**config.mk**
```make
export PLATFORM = sky130hd
export DESIGN_NAME = mod_reduce
export DESIGN_NICKNAME = d
export VERILOG_FILES = /design/src/rtl/mod_reduce.sv
export SDC_FILE = /design/constraint.sdc
export NUM_CORES = 1
export LEC_CHECK = 0
export BUFFER_PORTS_ARGS = -buffer_cell sky130_fd_sc_hd__buf_2
export CORE_ASPECT_RATIO = 1.25
export CORE_MARGIN = 2
export CORE_UTILIZATION = 40
export CTS_CLUSTER_DIAMETER = 150
export DETAILED_ROUTE_END_ITERATION = 8
export HOLD_SLACK_MARGIN = 0.03
export PLACE_DENSITY_LB_ADDON = 0.25
export REMOVE_ABC_BUFFERS = 1
export SYNTH_ARGS = -nofsm -noshare
export SYNTH_HDL_FRONTEND = slang
export SYNTH_SLANG_ARGS = --single-unit
```
**constraint.sdc**
```tcl
create_clock -name clk -period 2.94 [get_ports clk]
set_input_delay 0.294 -clock clk [delete_from_list [all_inputs] [get_ports clk]]
set_output_delay 0.294 -clock clk [all_outputs]
set_load 0.02 [all_outputs]
```
**src/rtl/mod_reduce.sv**
```systemverilog
// mod_reduce: restoring shift-subtract reduction of prod by modulus, one dividend
// bit per cycle, with a valid/ready handshake on both sides.
module mod_reduce #(
  parameter int W_IN  = 12,
  parameter int W_MOD = 6
) (
  input  logic             clk,
  input  logic             rst,
  input  logic             in_valid,
  output logic             in_ready,
  input  logic [W_IN-1:0]  prod,
  input  logic [W_MOD-1:0] modulus,
  output logic             out_valid,
  input  logic             out_ready,
  output logic [W_MOD-1:0] rem,
  output logic [W_IN-1:0]  quot,
  output logic             err
);
  localparam int CW = W_IN > 1 ? $clog2(W_IN) : 1;
  localparam logic [1:0] IDLE = 2'd0, DIV = 2'd1, HOLD = 2'd2;
  logic [1:0]       state_q;
  logic [W_IN-1:0]  prod_q, qw_q, qw_d, quot_q;
  logic [W_MOD-1:0] mod_q, rem_q;
  logic [W_MOD:0]   r_q, r_d, t;
  logic [CW-1:0]    cnt_q;
  logic             err_q, ge;
  // One restoring step; r_q stays below mod_q, so its top bit is dropped in the shift.
  always_comb begin
    t    = {r_q[W_MOD-1:0], prod_q[cnt_q]};
    ge   = t >= {1'b0, mod_q};
    r_d  = ge ? t - {1'b0, mod_q} : t;
    qw_d = {qw_q[W_IN-2:0], ge};
  end
  always_ff @(posedge clk) begin
    if (rst) begin
      state_q <= IDLE;
      prod_q  <= '0;
      mod_q   <= '0;
      r_q     <= '0;
      qw_q    <= '0;
      cnt_q   <= '0;
      rem_q   <= '0;
      quot_q  <= '0;
      err_q   <= 1'b0;
    end else begin
      case (state_q)
        IDLE: if (in_valid) begin
          prod_q <= prod;
          mod_q  <= modulus;
          r_q    <= '0;
          cnt_q  <= CW'(W_IN - 1);
          if (modulus == '0) begin
            state_q <= HOLD;
            err_q   <= 1'b1;
            rem_q   <= '0;
            quot_q  <= '1;
          end else state_q <= DIV;
        end
        DIV: begin
          r_q   <= r_d;
          qw_q  <= qw_d;
          cnt_q <= cnt_q - CW'(1);
          if (cnt_q == '0) begin
            state_q <= HOLD;
            rem_q   <= r_d[W_MOD-1:0];
            quot_q  <= qw_d;
            err_q   <= 1'b0;
          end
        end
        HOLD: if (out_ready) state_q <= IDLE;
        default: state_q <= IDLE;
      endcase
    end
  end
  assign in_ready  = state_q == IDLE;
  assign out_valid = state_q == HOLD;
  assign rem       = rem_q;
  assign quot      = quot_q;
  assign err       = err_q;
endmodule

```
==> results of run 1 <==
-- final timing paths --
check,slack [ns],depth (start not counted),from,end
setup / recovery,0.14,12,cnt_q[0]$_SDFFE_PP0P_,rem[4]$_SDFFE_PP0P_
hold reg to reg,0.46,1,rem[4]$_SDFFE_PP0P_,rem[4]$_SDFFE_PP0P_
hold / removal,0.20,3,prod[0],prod_q[0]$_SDFFE_PP0P_
setup reg to reg,0.14,12,cnt_q[0]$_SDFFE_PP0P_,rem[4]$_SDFFE_PP0P_
-- kinds of logic (layout without fill, tap and decap cells) --
group,count (synthesis),count (layout),share of synthesized area (%)
adder cells (fa/ha/maj),8,8,4.14
flip-flops,60,60,46.2
multiplexers,8,8,4.05
buffers and inverters,27,79,4.43
AO/OA/AOI/OAI,68,68,16.0
AND/OR/NAND/NOR,143,143,23.4
XOR/XNOR,5,5,1.69
-- power groups by stage --
| stage | Combinational, µW | Clock [µW] | Sequential [µW] |
|---|---|---|---|
| 2_1_floorplan | 314 | 0 | 956 |
| 3_3_place_gp | 497 | 0 | 935 |
| 3_5_place_dp | 505 | 0 | 937 |
| 4_1_cts | 513 | 735 | 920 |
| 5_1_grt | 594 | 767 | 930 |
| 6_report | 531 | 716 | 921 |
-- flip-flops by register name, indices dropped and copies added (netlist names) --
signal / count
prod_q: 12
quot: 12
qw_q: 11
mod_q: 6
r_q: 6
rem: 6
cnt_q: 4
state_q: 2
err: 1
-- critical path, delay by kind of cell, from the launching register on --
family	cells	cell delay (ns)
XOR/XNOR	1	0.08
multiplexers	2	0.70
buffers and inverters	1	0.04
AND/OR/NAND/NOR	2	0.40
AO/OA/AOI/OAI	4	0.59
flip-flops	1	0.35
adder cells (fa/ha/maj)	2	0.52
-- final cells by class --
class,instances,area [µm²],share of cell area [%]
clock buffer,11,141,4.48
clock inverter,4,50.0,1.58
inverter,10,37.5,1.19
multi-input combinational,232,1320,41.7
sequential,60,1200,38.1
tap,85,106,3.37
timing repair buffer,54,304,9.62
-- timing repair --
| action | 4_1_cts | 5_1_grt |
|---|---|---|
| pin swaps | 0 | 8 |
| setup buffers | 0 | 2 |
| resized for setup | 2 | 9 |
| endpoints found under the setup margin | 2 | 6 |
-- cell usage in the layout (no fill, tap or decap), types with 2 or more instances in the layout --
cell         n
dfxtp_1     59
o2bb2ai_1    4
o21ai_0      6
nor3_1      13
buf_2       42
ha_1         6
nand2_1     70
mux2i_1      6
a31oi_1      2
or2_4        2
nor2_1      39
nor4_1       2
mux4_2       2
inv_1        9
buf_4       11
nor2b_1      6
nand2b_1     3
nand3_1      3
xnor2_1      3
xor2_1       2
a211oi_1     3
o21a_1       2
clkinvlp_4   2
clkbuf_8    10
a21oi_1     38
a21o_1       2
or2_2        2
o311ai_0     2
-- through the flow --
| step | setup WS (ns) | instance area (µm²) | util, % |
|---|---|---|---|
| 6_report | 0.145 | 3160 | 50.6 |
| 5_1_grt | -0.00870 | 3160 | 50.6 |
| 4_1_cts | 0.0217 | 3120 | 49.9 |
| 3_5_place_dp | -0.0205 | 2920 | 46.7 |
| 3_3_place_gp | 0.109 | 2920 | 46.7 |
| 2_1_floorplan | -0.123 | 2520 | - |
-- routing by layer --
layer / GRT usage (%) / vias up / routed length, µm
met5: 0 / - / 0
met3: 4.71 / 6 / 201
li1: - / 1168 / -
met2: 29.6 / 38 / 2770
met4: 6.06 / 0 / 59
met1: 19.7 / 1001 / 2560
==> flow_metrics.py, run 1 <==
metrics = {
    "clock_tree": {
        "path_clk_slew_ns": 0.06,
        "clk_latency_ns": 0.33,
        "cts.sinks": 60,
        "cts_tree": "yes",
        "hold_buffers": 0,
        "numCtsBuffers": 9,
        "htree_levels": 3,
        "clk_path_buf_depth": 2,
        "root_buffer": "clkbuf_8",
    },
    "worst_setup_path": {
        "crit_type": "flop to flop",
        "cp_slowest_stage_delay_ns": 0.49,
        "cp_slowest_cell": "mux4_2",
        "critPathRequiredTime_ns": 3.15,
        "start_kind": "flop",
        "arrival_ns": 3.01,
        "crit_chain": "mux4_2 -> or2_4 -> a32oi_2 -> or2_4 -> ha_4 -> inv_2 -> fa_2 -> a21o_1 -> a21oi_2 -> xnor2_1 -> mux2i_1 -> o2bb2ai_1",
        "endpoint_kind": "flop",
        "critPathMostFrequentCell": "or2_4",
        "critPathMaxFanout": 3,
    },
    "yosys": {
        "yosys_warnings": 0,
        "synth_top_cells_by_area": "dfxtp_1, nand2_1, a21oi_1, nor2_1, ha_1",
        "synth_cell_types": 39,
        "synth_area_um2": 2600,
        "ys.flop_type": "dfxtp_1",
        "synth_top_area_share_pct": 46.2,
        "avgSynthCellArea_um2": 8.14,
        "synth_edf_count": 0,
        "yosys-top-cells-count": "nand2_1, dfxtp_1, a21oi_1, nor2_1, nor3_1",
        "ys_seq_elements": 60,
        "async_flop_share_pct": 0,
        "synth_top_area_cell": "dfxtp_1",
        "yosysMostFrequentCell": "nand2_1",
        "yosysSeqAreaShare_pct": 46.2,
        "synth_cells": 319,
    },
    "route": {
        "drtIter0Drc": 107,
        "postRouteAntennaNets": 0,
        "vias": 2213,
        "wirelength_mm": 5.59,
        "via_per_inst": 4.85,
        "first_pass_iters": 4,
        "drc": 0,
        "routedWlPerCell_um": 12.3,
    },
    "power": {
        "switchingPower_uw": 647,
        "peakVddDrop_mv": 0.258,
        "seqPwrFrac_pct": 42.5,
        "p_clk_share_pct": 33.0,
        "p_leak_uw": 0.00131,
        "p_int_uw": 1520,
        "power.density_nw_per_um2": 686,
        "p_sw_share_pct": 29.9,
        "p_comb_share_pct": 24.5,
        "power.total_uw": 2170,
    },
    "finish": {
        "synthToLayoutAreaGrowth_pct": 21.6,
        "drive_gt1_share_pct": 22.4,
        "diodes": 0,
        "finalNetCount": 397,
        "n_fill_cell": 639,
        "instances_no_fill": 456,
    },
    "hold_path": {
        "hp-class": "primary input to flop",
    },
    "die": {
        "fp.coreArea_um2": 6250,
        "die_h_um": 94.1,
        "die_w_um": 76.1,
        "start_util_pct": 41.6,
        "io_pins": 43,
        "dieArea_um2": 7160,
        "num_rows": 32,
    },
    "flow_run": {
        "drv_cap": 0,
    },
    "place": {
        "place_congestion": 0.874,
        "dpl.cell_count": 439,
        "io_buffers": 42,
        "hpwlAfterDp_mm": 3.91,
    },
    "global_route": {
        "grt_pass1_wl_mm": 9.69,
        "overflow": 0,
        "grt_start_max_net_pins": 26,
        "track_usage_pct": 16.9,
        "antenna_found_initial": 0,
        "grt_pass1_vias": 2158,
    },
    "sta": {
        "hold_viol_final": 0,
        "max-slew-margin-rel_pct": 51.6,
        "fin_setup_tns_ns": 0,
        "drv_slew": 0,
        "fin_crit_sh_pct": 95.1,
        "fmax_mhz": 358,
        "setup_viol": 0,
        "fin_crit_ns": 2.80,
        "skew_ns": 0.0104,
        "tightest_slew_ns": 0.724,
        "whs_ns": 0.200,
    },
    "outcome": {
        "status": "finished, final reports clean",
    },
}
No activity file was read; power rests on OpenSTA's default activity.
==> inputs of run 2 (changes only) <==
--- a/config.mk
+++ b/config.mk
@@ -13,6 +13,7 @@
 export DETAILED_ROUTE_END_ITERATION = 8
 export HOLD_SLACK_MARGIN = 0.03
 export PLACE_DENSITY_LB_ADDON = 0.25
+export RECOVER_POWER = 50
 export REMOVE_ABC_BUFFERS = 1
 export SYNTH_ARGS = -nofsm -noshare
 export SYNTH_HDL_FRONTEND = slang
==> flow_metrics.py, run 2 (same netlist as run 1, synthesis figures left out) <==
metrics = {
    "outcome": {
        "status": "finished, final reports clean",
    },
    "finish": {
        "finalNetCount": 397,
        "regArea_um2": 1200,
        "diodes": 0,
        "final_cell_mix": "nand2_1, dfxtp_1, nor2_1, a21oi_1, clkbuf_1",
        "instances_no_fill": 456,
        "synthToLayoutAreaGrowth_pct": 20.5,
        "n_fill_cell": 649,
        "layout_commonest_cell": "nand2_1",
        "drive_gt1_share_pct": 16.4,
        "multi_input_area_um2": 1320,
    },
    "global_route": {
        "grt_start_max_net_pins": 26,
        "grt_pass1_vias": 2158,
        "grt_pass1_wl_mm": 9.69,
        "overflow": 0,
        "track_usage_pct": 16.9,
        "antenna_found_initial": 0,
    },
    "power": {
        "p_leak_uw": 0.00122,
        "power.density_nw_per_um2": 692,
        "peakVddDrop_mv": 0.266,
        "power.total_uw": 2170,
    },
    "route": {
        "routedWlPerCell_um": 12.3,
        "via_per_inst": 4.84,
        "postRouteAntennaNets": 0,
        "vias": 2205,
        "drtIter0Drc": 103,
        "wirelength_mm": 5.63,
        "first_pass_iters": 4,
        "drc": 0,
    },
    "sta": {
        "max-slew-margin-rel_pct": 51.1,
        "setup_viol": 0,
        "fmax_mhz": 358,
        "whs_ns": 0.198,
        "drv_slew": 0,
        "skew_ns": 0.0105,
        "fin_crit_ns": 2.80,
        "fin_crit_sh_pct": 95.1,
        "hold_viol_final": 0,
        "tightest_slew_ns": 0.732,
    },
    "place": {
        "io_buffers": 42,
        "place_congestion": 0.874,
        "hpwlAfterDp_mm": 3.91,
        "dpl.cell_count": 439,
    },
    "clock_tree": {
        "htree_levels": 3,
        "cts.sinks": 60,
        "cts_tree": "yes",
        "numCtsBuffers": 9,
        "clk_latency_ns": 0.33,
        "path_clk_slew_ns": 0.06,
        "root_buffer": "clkbuf_8",
        "clk_path_buf_depth": 2,
    },
    "worst_setup_path": {
        "crit_type": "flop to flop",
        "critPathMaxFanout": 3,
        "arrival_ns": 3.01,
        "critPathRequiredTime_ns": 3.15,
        "start_kind": "flop",
        "endpoint_kind": "flop",
    },
    "die": {
        "dieArea_um2": 7160,
        "die_h_um": 94.1,
        "num_rows": 32,
        "die_w_um": 76.1,
        "io_pins": 43,
        "fp.coreArea_um2": 6250,
        "start_util_pct": 41.6,
    },
    "flow_run": {
        "drv_cap": 0,
    },
    "hold_path": {
        "hp-class": "primary input to flop",
    },
}
-- run 2: per-stage QoR --
| step | setup TNS [ns] | utilization, % | setup WS (ns) | area [µm²] |
|---|---|---|---|---|
| floorplan | -0.131 | - | -0.123 | 2520 |
| global placement | 0 | 46.7 | 0.109 | 2920 |
| detailed placement | -0.0205 | 46.7 | -0.0205 | 2920 |
| CTS | 0 | 49.9 | 0.0217 | 3120 |
| global route | -0.00870 | 50.1 | -0.00870 | 3130 |
| finish | 0 | 50.1 | 0.144 | 3130 |
-- run 2: report_power, final --
part	switching, µW	internal (µW)	total, µW
Combinational	295	229	523
Clock	313	408	721
Sequential	46.4	876	922
Total	654	1510	2170
-- run 2: worst paths after layout --
check	from	endpoint	slack, ns	cells after the start
max reg2reg	cnt_q[0]$_SDFFE_PP0P_	rem[4]$_SDFFE_PP0P_	0.14	12
min reg2reg	mod_q[1]$_SDFFE_PP0P_	mod_q[1]$_SDFFE_PP0P_	0.46	2
max	cnt_q[0]$_SDFFE_PP0P_	rem[4]$_SDFFE_PP0P_	0.14	12
min	prod[0]	prod_q[0]$_SDFFE_PP0P_	0.20	3
-- run 2: critical path, cell delays in order (launching register included) --
cell,delay (ns)
dfxtp_2,0.35
mux4_2,0.49
or2_4,0.24
a32oi_2,0.18
or2_4,0.16
ha_4,0.13
inv_2,0.04
fa_2,0.39
a21o_1,0.19
a21oi_2,0.12
xnor2_1,0.08
mux2i_1,0.21
o2bb2ai_1,0.10
-- run 2: timing repair --
action / in CTS / in global routing
hold buffers: 0 / 0
pin swaps: 0 / 8
gates resized for setup: 2 / 9
endpoints found under the setup margin: 2 / 6
buffers inserted: 0 / 2
-- run 2: metal layers --
| layer | global-route usage [%] | share of wire (%) | vias up |
|---|---|---|---|
| met5 | 0 | 0 | - |
| met4 | 6.06 | 1.0 | 0 |
| met3 | 4.71 | 3.8 | 7 |
| met2 | 29.6 | 49 | 38 |
| met1 | 19.7 | 46 | 987 |
| li1 | - | - | 1173 |
-- run 2: layout make-up --
class                      instances  area share, %
clock buffer                      11           4.52
clock inverter                     4           1.60
inverter                          10           1.20
multi-input combinational        232           42.1
sequential                        60           38.4
tap                               85           3.40
timing repair buffer              54           8.76
